File: config.mk
export PLATFORM = sky130hd
export DESIGN_NAME = shapool_job_loader
export DESIGN_NICKNAME = d
export VERILOG_FILES = /design/src/rtl/shapool_job_loader.sv
export SDC_FILE = /design/constraint.sdc
export NUM_CORES = 2
export LEC_CHECK = 0
export ABC_AREA = 0
export CORE_MARGIN = 10
export CORE_UTILIZATION = 40
export CTS_CLUSTER_SIZE = 16
export DETAILED_ROUTE_END_ITERATION = 8
export PLACE_DENSITY = 0.68
export SLEW_MARGIN = 20
export SYNTH_ARGS = -nofsm -noshare
export SYNTH_HDL_FRONTEND = slang
export SYNTH_SLANG_ARGS = --single-unit
File: constraint.sdc
create_clock -name clk -period 3.8 [get_ports clk]
set_input_delay 0.76 -clock clk [delete_from_list [all_inputs] [get_ports clk]]
set_output_delay 0.76 -clock clk [all_outputs]
set_load 0.05 [all_outputs]
File: src/rtl/shapool_job_loader.sv
// shapool_job_loader: serial job-ingress front end for the shapool hashing pool.
// A 376-bit frame (sha_state, message_head, difficulty_bm, nonce_start_MSB, MSB
// first) arrives on cs_n/sck/sdi. It is oversampled in the clk domain and shifted
// into a staging register. A correctly sized frame is committed atomically to the
// job outputs, and the pool is then held in reset for RESET_HOLD cycles.
// Optional result read-back path: define SHAPOOL_LOADER_RESULT_EN.
module shapool_job_loader #(
  parameter int RESET_HOLD  = 4,
  parameter int NONCE_WIDTH = 32
) (
  input  logic                   clk,
  input  logic                   reset_n,
  input  logic                   cs_n,
  input  logic                   sck,
  input  logic                   sdi,
  output logic                   sdo,
  input  logic                   success,
  input  logic [NONCE_WIDTH-1:0] nonce,
  output logic [255:0]           sha_state,
  output logic [95:0]            message_head,
  output logic [15:0]            difficulty_bm,
  output logic [7:0]             nonce_start_MSB,
  output logic                   pool_reset_n,
  output logic                   job_valid,
  output logic                   frame_error
);

  localparam logic [8:0] FRAME_LEN = 9'd376;
  localparam logic [8:0] OVERFLOW  = 9'd377;
  localparam int HOLD_W = (RESET_HOLD > 1) ? $clog2(RESET_HOLD) : 1;

  typedef enum logic [2:0] {
    IDLE,
    SHIFT,
    COMMIT,
    HOLD,
    RUN
  } state_t;

  state_t state;
  state_t next_state;

  logic cs_n_meta, cs_n_sync, cs_n_dly;
  logic sck_meta, sck_sync, sck_dly;
  logic sdi_meta, sdi_sync;

  logic cs_fall, cs_rise, sck_rise;

  logic [8:0]   bit_cnt;
  logic [375:0] shift_reg;

  logic              hold_active;
  logic [HOLD_W-1:0] hold_cnt;
  logic              hold_done;

  logic load_job, frame_bad, shift_en, clr_cnt;

  // Two-flop synchronisers plus one delay stage for edge detection on the serial pins
  always_ff @(posedge clk or negedge reset_n) begin
    if (!reset_n) begin
      cs_n_meta <= 1'b1;
      cs_n_sync <= 1'b1;
      cs_n_dly  <= 1'b1;
      sck_meta  <= 1'b0;
      sck_sync  <= 1'b0;
      sck_dly   <= 1'b0;
      sdi_meta  <= 1'b0;
      sdi_sync  <= 1'b0;
    end else begin
      cs_n_meta <= cs_n;
      cs_n_sync <= cs_n_meta;
      cs_n_dly  <= cs_n_sync;
      sck_meta  <= sck;
      sck_sync  <= sck_meta;
      sck_dly   <= sck_sync;
      sdi_meta  <= sdi;
      sdi_sync  <= sdi_meta;
    end
  end

  assign cs_fall  = cs_n_dly & ~cs_n_sync;
  assign cs_rise  = ~cs_n_dly & cs_n_sync;
  assign sck_rise = sck_sync & ~sck_dly;

  assign hold_done = hold_active && (hold_cnt == '0);

  // FSM state register
  always_ff @(posedge clk or negedge reset_n) begin
    if (!reset_n) state <= IDLE;
    else          state <= next_state;
  end

  // Next-state and datapath strobes; a coincident sck edge is dropped when cs_n rises
  always_comb begin
    next_state = state;
    load_job   = 1'b0;
    frame_bad  = 1'b0;
    shift_en   = 1'b0;
    clr_cnt    = 1'b0;
    case (state)
      IDLE, RUN: begin
        if (cs_fall) begin
          next_state = SHIFT;
          clr_cnt    = 1'b1;
        end
      end
      SHIFT: begin
        if (cs_rise) begin
          if (bit_cnt == FRAME_LEN) begin
            next_state = COMMIT;
            load_job   = 1'b1;
          end else begin
            frame_bad = 1'b1;
            if (hold_active)    next_state = HOLD;
            else if (job_valid) next_state = RUN;
            else                next_state = IDLE;
          end
        end else if (sck_rise) begin
          shift_en = 1'b1;
        end
      end
      COMMIT: begin
        if (cs_fall) begin
          next_state = SHIFT;
          clr_cnt    = 1'b1;
        end else if (hold_done) begin
          next_state = RUN;
        end else begin
          next_state = HOLD;
        end
      end
      HOLD: begin
        if (cs_fall) begin
          next_state = SHIFT;
          clr_cnt    = 1'b1;
        end else if (hold_done || !hold_active) begin
          next_state = RUN;
        end
      end
      default: next_state = IDLE;
    endcase
  end

  // Bit counter (saturating at the overflow mark) and staging shift register
  always_ff @(posedge clk or negedge reset_n) begin
    if (!reset_n) begin
      bit_cnt   <= '0;
      shift_reg <= '0;
    end else if (clr_cnt) begin
      bit_cnt <= '0;
    end else if (shift_en) begin
      shift_reg <= {shift_reg[374:0], sdi_sync};
      if (bit_cnt != OVERFLOW) bit_cnt <= bit_cnt + 9'd1;
    end
  end

  // Atomic commit of all job fields from the staging register
  always_ff @(posedge clk or negedge reset_n) begin
    if (!reset_n) begin
      sha_state       <= '0;
      message_head    <= '0;
      difficulty_bm   <= '0;
      nonce_start_MSB <= '0;
    end else if (load_job) begin
      sha_state       <= shift_reg[375:120];
      message_head    <= shift_reg[119:24];
      difficulty_bm   <= shift_reg[23:8];
      nonce_start_MSB <= shift_reg[7:0];
    end
  end

  // Job status flags: job_valid is set by any commit, frame_error reflects the last frame
  always_ff @(posedge clk or negedge reset_n) begin
    if (!reset_n) begin
      job_valid   <= 1'b0;
      frame_error <= 1'b0;
    end else if (load_job) begin
      job_valid   <= 1'b1;
      frame_error <= 1'b0;
    end else if (frame_bad) begin
      frame_error <= 1'b1;
    end
  end

  // Pool reset sequencer: runs independently of the FSM so a new frame can start mid-hold
  always_ff @(posedge clk or negedge reset_n) begin
    if (!reset_n) begin
      pool_reset_n <= 1'b0;
      hold_active  <= 1'b0;
      hold_cnt     <= '0;
    end else if (load_job) begin
      pool_reset_n <= 1'b0;
      hold_active  <= 1'b1;
      hold_cnt     <= HOLD_W'(RESET_HOLD - 1);
    end else if (hold_active) begin
      if (hold_cnt == '0) begin
        hold_active  <= 1'b0;
        pool_reset_n <= 1'b1;
      end else begin
        hold_cnt <= hold_cnt - HOLD_W'(1);
      end
    end
  end

`ifdef SHAPOOL_LOADER_RESULT_EN
  logic        sck_fall;
  logic        found;
  logic [31:0] res_nonce;
  logic [31:0] nonce_ext;
  logic [32:0] out_shift;
  logic [5:0]  out_cnt;

  assign sck_fall = ~sck_sync & sck_dly;

  // Zero-extend the pool nonce to the 32-bit result field
  always_comb begin
    nonce_ext = '0;
    nonce_ext[NONCE_WIDTH-1:0] = nonce;
  end

  // First success while the pool runs wins; a commit clears the result
  always_ff @(posedge clk or negedge reset_n) begin
    if (!reset_n) begin
      found     <= 1'b0;
      res_nonce <= '0;
    end else if (load_job) begin
      found     <= 1'b0;
      res_nonce <= '0;
    end else if (!found && pool_reset_n && success) begin
      found     <= 1'b1;
      res_nonce <= nonce_ext;
    end
  end

  // Result snapshot on frame start, shifted out MSB first on sck falling edges
  always_ff @(posedge clk or negedge reset_n) begin
    if (!reset_n) begin
      out_shift <= '0;
      out_cnt   <= '0;
    end else if (cs_fall) begin
      out_shift <= {found, res_nonce};
      out_cnt   <= 6'd33;
    end else if (sck_fall && !cs_n_sync && (out_cnt != 6'd0)) begin
      out_shift <= {out_shift[31:0], 1'b0};
      out_cnt   <= out_cnt - 6'd1;
    end
  end

  assign sdo = (!cs_n_sync && (out_cnt != 6'd0)) ? out_shift[32] : 1'b0;
`else
  logic unused_result_inputs;
  assign unused_result_inputs = &{1'b0, success, nonce};
  assign sdo = 1'b0;
`endif

endmodule

## Yosys cells after proc, flatten, opt, wreduce, memory -nomap -nowiden

Cells that the tools add are included.

| storage, ports and cells | value |
|---|---|
| bits in registers | 778 |
| bits in latches | 0 |
| memory bits (writable) | 0 |
| ROM bits | 0 |
| input bits | 38 |
| logic and storage cells | 91 |
| memories kept | 0 |

| operators by class | value |
|---|---|
| add/subtract/negate cells | 2 |
| $mul | 0 |
| div/mod/pow operators | 0 |
| order comparisons | 0 |
| equality and inequality tests | 10 |
| shift operators | 0 |
| muxes and demuxes | 35 |
| bitwise logic cells | 7 |
| reduce and logical (&&, ||, !) cells | 17 |

Operator list:

| kind | count |
|---|---|
| 3-bit 2-to-1 mux | 9 |
| 9-bit 2-to-1 mux | 3 |
| 1-bit 2-to-1 mux | 19 |
| 3-bit case mux with 4 select lines | 1 |
| 2-bit nonzero test | 5 |
| 9-bit by 1-bit adder with 9-bit output, second input constant | 1 |
| 9-bit == test, second input constant | 1 |
| 9-bit inequality test, second input constant | 1 |
| 2-bit AND reduction | 4 |
| 3-bit by 2-bit == test with 1-bit output, second input constant | 2 |
| 2-bit 2-to-1 mux | 3 |
| 2-bit inequality test, second input constant | 3 |
| 1-bit inverter | 4 |
| 4-bit OR reduction | 1 |
| 1-bit bitwise AND | 3 |
| 3-bit by 1-bit == test with 1-bit output, second input constant | 1 |
| 3-bit == test, second input constant | 1 |
| 3-bit logical NOT | 1 |
| 3-bit inequality test, second input constant | 1 |
| 3-bit AND reduction | 1 |
| 2-bit logical NOT | 1 |
| 2-bit OR reduction | 1 |
| 2-bit by 1-bit subtractor with 2-bit output, second input constant | 1 |
| 1-bit logical AND | 1 |
| 2 further kinds | 2 |

## Longest topological paths before layout

| logic depth | value |
|---|---|
| depth after elaboration | 7 |
| mapped depth | 7 |
| depth with buffers taken out | 6 |

## Least setup slack after synthesis

Ideal clock, no wire load.

| timing path | value |
|---|---|
| path kind | reg2reg |
| start point | register state[1] |
| end point | register bit_cnt[8] |
| data arrival time | 1.894 ns |
| required time | 3.734 ns |
| slack | 1.840 ns |
| cell stages (with the launch flop) | 5 |
| path buffers | 0 |
| period minus slack after synthesis | 1.960 ns |
| cells stage by stage | dfrtp_1 > or3b_4 > or4_4 > or4_1 > nand2_1 |

| on the way | value |
|---|---|
| longest elaborated chain between the ends | 5 |
| elaborated cells on any way between the ends | 12 |

RTL lines:

| what | RTL line | source |
|---|---|---|
| from (decl) | 40 | `state_t state;` |
| from (signal assigned) | 90 | `else state <= next_state;` |
| 3-bit by 2-bit == test with 1-bit output, or another cell as far along | 100 | `case (state)` |
| 4-bit OR reduction (no line) | -- |  |
| 1-bit 2-to-1 mux | -- |  |
| 2-bit nonzero test (no line) | -- |  |
| 2-bit AND reduction (no line) | -- |  |
| to (signal assigned) | 153 | `if (bit_cnt != OVERFLOW) bit_cnt <= bit_cnt + 9'd1;` |
| to (decl) | 49 | `logic [8:0] bit_cnt;` |

Parallel ways exist; a longest one is shown, timed or not.
A chain may end at the register's enable or synchronous reset.

## Worst setup path after layout

| timing path | value |
|---|---|
| start point | register state[0] |
| end point | register message_head[85] |

| on the way | value |
|---|---|
| longest elaborated chain between the ends | 2 |

RTL lines:

| what | RTL line | source |
|---|---|---|
| 3-bit by 1-bit == test with 1-bit output | 100 |  |
| 1-bit 2-to-1 mux | 100 |  |
| to (signal assigned) | 166 | `message_head <= shift_reg[119:24];` |
| to (decl) | 20 | `output logic [95:0] message_head,` |

No other way between the ends.

==> metrics.yaml <==
worst_setup_path:
  worst_path_largest_cell_delay_ps: 580
  r2r-end: "message_head[85]$_DFFE_PN0P_"
  startpoint_type: "flop"
  r2r_start: "state[0]$_DFFE_PN0P_"
  regToRegSetupSlack_ps: 1000
  r2r_cells: 5
  cp_num_buf_inv: 1
  cp.arrival_ps: 3290
  critical_path.max_fanout: 42
  endpoint_kind: "flop"
  critPathSlowestCell: "nand2_4"
  worstSetupPathType: "reg -> reg"
  cp.required_ps: 4290
  cpLargestDelayFamily: "simple AND/OR/NAND/NOR gates"
  crit_chain: "or2b_1, nor3_1, nand2_4, buf_4, mux2_2"
route:
  drc: 0
  ant_nets: 0
  vias: 18863
  wl_per_cell_um: 17.6
  dr.pass1.iters: 6
  avgViaCountPerCell: 4.83
  finalWirelength_mm: 68.5
  drtIter0Drc: 1166
logic_synthesis:
  synthCells: 2500
  synth_area_per_cell_um2: 11.7
  synth_warnings: 0
  synth_ff_type: "dfrtp_1"
  ys_seq_area_frac: 0.668
  ys_types: 44
  synth.cell_area_um2: 29100
  syn-num-nets: 2542
  muxShareOfSynthArea: 0.146
  synth_xor_area_frac: 0.000601
  synth-adder-area-share: 0.00172
  synth-async-reset-ratio: 1.00
  synth-edff-count: 0
  synth-compound-area-share: 0.00614
  yosys.area_share.simple: 0.155
  ys_ff_latch: 778
  synth_top_family_by_area: "simple AND/OR/NAND/NOR gates"
pwr:
  power.leakage_nw: 19.3
  peakVddDrop_mv: 0.336
  pwr_density_cell_nw_per_um2: 464
floorplanning:
  die_w_um: 290
  ios: 418
  coreArea_um2: 71900
  dieArea_um2: 84000
  rows: 98
  die_height_um: 290
  start_util: 0.405
timing:
  worst_pin_slew_ps: 863
  setup_tns_ps: 0
  slew_violations: 0
  finalHoldViolations: 0
  rsz0062_at_grt: "no"
  period_needed_ps: 2800
  fin_crit_sh: 0.737
  clock.fmax_mhz: 357
  setup_viol: 0
  setup_ws_ps: 1000
  slew_headroom: 0.425
  clock_skew_ps: 25.3
global_routing:
  grt_overflow: 0
  grt_pass1_vias: 19980
  grt_max_degree: 154
  grt_use_total: 0.160
  grt_pass1_wl_mm: 111
  antenna_found_initial: 0
clocking:
  clockRootBuffer: "clkbuf_16"
  clk_pin_slew_worst_paths_ps: 60
  clockBufferDepth: 3
  clock_latency_ps: 620
  htreeDepth: 3
  cts_resized: 0
  cts_made_buffers: 80
  postCtsSetupRepairBufs: 0
  clkSinkCount: 778
  tritoncts: "built"
  hold_buffers: 0
placement:
  dp_hpwl_mm: 44.8
  place_ws_ps: 971
  gp_congestion: 0.789
  port_buffers: 383
  placedCellCount: 3754
layout:
  final_common_cell: "nand2_1"
  synthToLayoutAreaGrowth_pct: 26.5
  nets: 2928
  layout-drive-gt1-share: 0.189
  layout_common_cells: "nand2_1 (1,138), dfrtp_1 (775), clkdlybuf4s50_1 (382), mux2_2 (377), clkbuf_16 (81)"
  largest_reg_flops: 376
  final_util: 0.513
  multi_input_area_um2: 9050
  final-seq-area_um2: 19500
  fill_cells: 6142
  stdcell_count: 3902
  diodes: 0
status:
  outcome: "finished clean"
worst_hold_path:
  holdCritPathClass: "in -> async"
flow_run:
  drv_cap: 0
==> synthesized netlist by cell type, types with 2 or more instances <==
master    count  area (um2)
buf_1         2        7.51
a21oi_1       5        25.0
mux2_2      377        4250
nand3_1       3        15.0
nor2b_1       2        12.5
a211oi_1      3        22.5
nor2_1        8        30.0
ha_1          4        50.1
o32ai_1       3        26.3
o211ai_1      3        22.5
and3_1        3        18.8
nand2_1    1139        4280
o31ai_1       3        22.5
nand2b_1      6        37.5
buf_2       101         505
o21ai_0       2        10.0
dfrtp_1     775       19400
dfstp_2       3        78.8
nor3_1        3        15.0
or4_1         4        30.0
clkbuf_1     22        82.6
inv_1         7        26.3
==> worst max-delay path by stage <==
stage	to	slack, ps	cells after the start	startpoint
after global routing	message_head[85]$_DFFE_PN0P_	820	5	state[0]$_DFFE_PN0P_
after floorplan	bit_cnt[8]$_DFFE_PN0P_	1840	4	state[1]$_DFFE_PN0P_
after global placement	message_head[23]$_DFFE_PN0P_	1060	5	state[0]$_DFFE_PN0P_
after CTS	message_head[85]$_DFFE_PN0P_	930	5	state[0]$_DFFE_PN0P_
final	message_head[85]$_DFFE_PN0P_	1000	5	state[0]$_DFFE_PN0P_
after detailed placement	message_head[14]$_DFFE_PN0P_	970	5	state[0]$_DFFE_PN0P_
==> logic make-up (layout without fill, tap and decap cells) <==
family | count (synthesis) | count (layout)
AO/OA/AOI/OAI | 25 | 25
XOR/XNOR | 2 | 2
adder cells (fa/ha/maj) | 4 | 4
buffers and inverters | 133 | 585
flip-flops | 778 | 778
multiplexers | 378 | 378
other | 1 | 1
AND/OR/NAND/NOR | 1179 | 1179
==> cell type report <==
class,count,area share
clock inverter,27,0.0108
inverter,7,0.000713
sequential,778,0.528
timing repair buffer,430,0.119
clock buffer,121,0.0634
multi-input combinational,1589,0.246
tap,950,0.0323
==> layer usage <==
metal | GRT usage | wire [um] | up-vias
li1 | - | - | 8787
met5 | 0 | 0 | -
met3 | 0.0498 | 4740 | 81
met1 | 0.199 | 29300 | 9591
met2 | 0.265 | 33300 | 404
met4 | 0.0425 | 1160 | 0
==> per-stage QoR <==
stage	hold slack, ps	power, mW	cell area, um2
6_report	139	17.1	36900
5_1_grt	144	17.7	36900
4_1_cts	128	17.3	36900
3_5_place_dp	342	9.28	34100
3_3_place_gp	338	9.25	34100
2_1_floorplan	331	8.93	29100
==> power by group <==
part,switching (mW),total (mW),leakage [nW],internal (mW)
registers,0.0523,8.40,10.8,8.34
clock network,3.26,7.97,1.34,4.71
logic,0.580,0.716,7.13,0.136
total,3.90,17.1,19.3,13.2
No activity file was read; power rests on OpenSTA's default activity.
==> RTL edit: new RTL, same flow settings <==
Change the parameter `RESET_HOLD` from 4 to 8.
--- a/src/rtl/shapool_job_loader.sv
+++ b/src/rtl/shapool_job_loader.sv
@@ -5,7 +5,7 @@
 // job outputs, and the pool is then held in reset for RESET_HOLD cycles.
 // Optional result read-back path: define SHAPOOL_LOADER_RESULT_EN.
 module shapool_job_loader #(
-  parameter int RESET_HOLD  = 4,
+  parameter int RESET_HOLD  = 8,
   parameter int NONCE_WIDTH = 32
 ) (
   input  logic                   clk,
Function: same outputs for any inputs over 4 cycles, from zero or initial values and one cycle with reset_n low; that may be too few to reach the edited logic, so the function may still have changed.
==> RTL edit against the unedited design <==
  * Final area up 0.22%
  * Power is 1.4% higher
  * Die area increased by 2.0%
  * Setup slack lost 0.079 ns
  * Critical endpoint is now sha_state[127]
  * Sequential cell count increased by 1
  * Routed wire length shrank 0.27%
  * Clock skew increased by 0.011 ns
  * Area after synthesis is 2.2% higher
==> RTL edit: results (changes against the unedited design) <==
global-route wire length before repair 111000 um (-0.33%); fraction of final layout cells with drive strength greater than 1 8.09% (-11 points); hold crit path type in -> async; number of instances in the placed design 3766 (+0.32%); top cells by instance count after synthesis nand2_1, dfrtp_1, mux2_1; Clock H-tree levels 3 (unchanged); layout filler cell count 6364 (+3.6%); dominant synthesized flop cell dfrtp_1; sequential element share of the synthesized area 65.5% (-1.3 points); Buffers on Ports 383 (unchanged); final hold slack 0.151 ns (+0.0127 ns); Routed WL per cell 17.5 um (-0.53%); normalized max-slew margin 10.8% (-32 points); global router's overall resource usage 15.8% (-0.21 points); net total in the final layout 2934 (+0.20%); GR Util met2 25.9% (-0.66 points); delay of the slowest cell on the worst path 0.53 ns (-0.05 ns); Detailed Routing Iterations Pass 1 5 (-1); Power Combinational 0.695 mW (-2.9%); arrival time worst endpoint 3.38 ns (+0.09 ns); count of unique library cells instantiated by Yosys 48 (+9.1%); Lkg Pwr 19.5 nW (+0.85%); Max rail drop VDD 0.470 mV (+40%); Clk Latency, worst-skew pair 0.64 ns (+0.02 ns); average vias per placed instance 4.85 (+0.24%); global placement routability congestion 0.778 (-1.4%); met1 layer usage reported by global route 19.8% (-0.11 points); Bufs on Longest Clock Path 3 (unchanged); combinational share of power 4.0% (-0.2 points); Clk network pwr share 47.4% (+0.7 points); Worst Reg-to-Reg Cells 5 (unchanged); initial antenna violation count 1 (+1); met3 layer usage reported by global route 4.80% (-0.18 points); setup slack at placement 0.986 ns (+0.0152 ns); PostCTS Resize Cnt 0 (unchanged); Internal Dissipation 13.3 mW (+1.0%); main area contributors after synthesis dfrtp_1, nand2_1, mux2_1; Max stage delay cell, worst path or3b_1; HPWL Detailed 44500 um (-0.64%); crit path max fanout 95 (+130%); Syn Area/Cell 11.8 um2 (+1.4%); endpoint of the most critical register-to-register path sha_state[127]; Worst Skew 0.0365 ns (+0.0112 ns); cts bufs inserted 82 (+2.5%); largest net degree at the start of global routing 210 (+36%); run status completed; R2R Setup Slk 0.92 ns (-0.08 ns); Largest register FFs 376 (unchanged); initial drt markers 1362 (+17%); Net Count, Synth 2563 (+0.83%); number of global-route vias before repair 20000 (+0.23%); fin cells 3912 (+0.26%)
[RTL edit: changes by cell type after synthesis, moves of 3 or more]
cell,delta
mux2_2,-308
mux2_1,+307
buf_2,-63
buf_12,+33
clkbuf_1,+26
buf_4,+8
nand3_1,+7
nand4_1,+4
nand2_1,+3
nor3_1,-3
nor3b_1,+3
o32ai_1,-3
[RTL edit: how the worst max path moves through the flow]
stage               startpoint          endpoint  slack [ns]
finish                state[0]    sha_state[127]        0.92
global route        bit_cnt[1]    sha_state[137]        0.86
CTS                   state[0]     sha_state[14]        0.98
detailed placement  bit_cnt[0]     sha_state[14]        0.99
global placement    bit_cnt[0]     sha_state[16]        1.03
floorplan             state[1]  message_head[43]        1.63
[RTL edit: cell type report]
| class | instances | area (um2) | share of cell area [%] |
|---|---|---|---|
| clock inverters | 31 | 498 | 1.35 |
| inverters | 8 | 30.0 | 0.0813 |
| flip-flops and latches | 779 | 19500 | 52.8 |
| multi-input cells | 1603 | 9150 | 24.8 |
| clock buffers | 115 | 2320 | 6.27 |
| well taps | 959 | 1200 | 3.25 |
| repair buffers | 417 | 4240 | 11.5 |
[RTL edit: kinds of logic (layout without fill, tap and decap cells)]
kind of cell | Yosys count | in the layout | synth area share, %
xor gates and xnor gates | 2 | 2 | 0.0589
other | 1 | 1 | 0.0126
AOI/OAI and AO/OA | 25 | 25 | 0.593
adders and majority gates | 5 | 5 | 0.210
DFF | 779 | 779 | 65.5
muxes | 379 | 379 | 14.3
and+or+nand+nor | 1191 | 1191 | 15.4
buffers and inverters | 138 | 571 | 3.87
[RTL edit: layer usage]
layer	wire length, um	part of all wire [%]	vias up
li1	-	-	8825
met1	28900	42	9543
met2	32800	48	489
met3	5050	7.4	100
met4	1570	2.3	0
met5	0	0	-
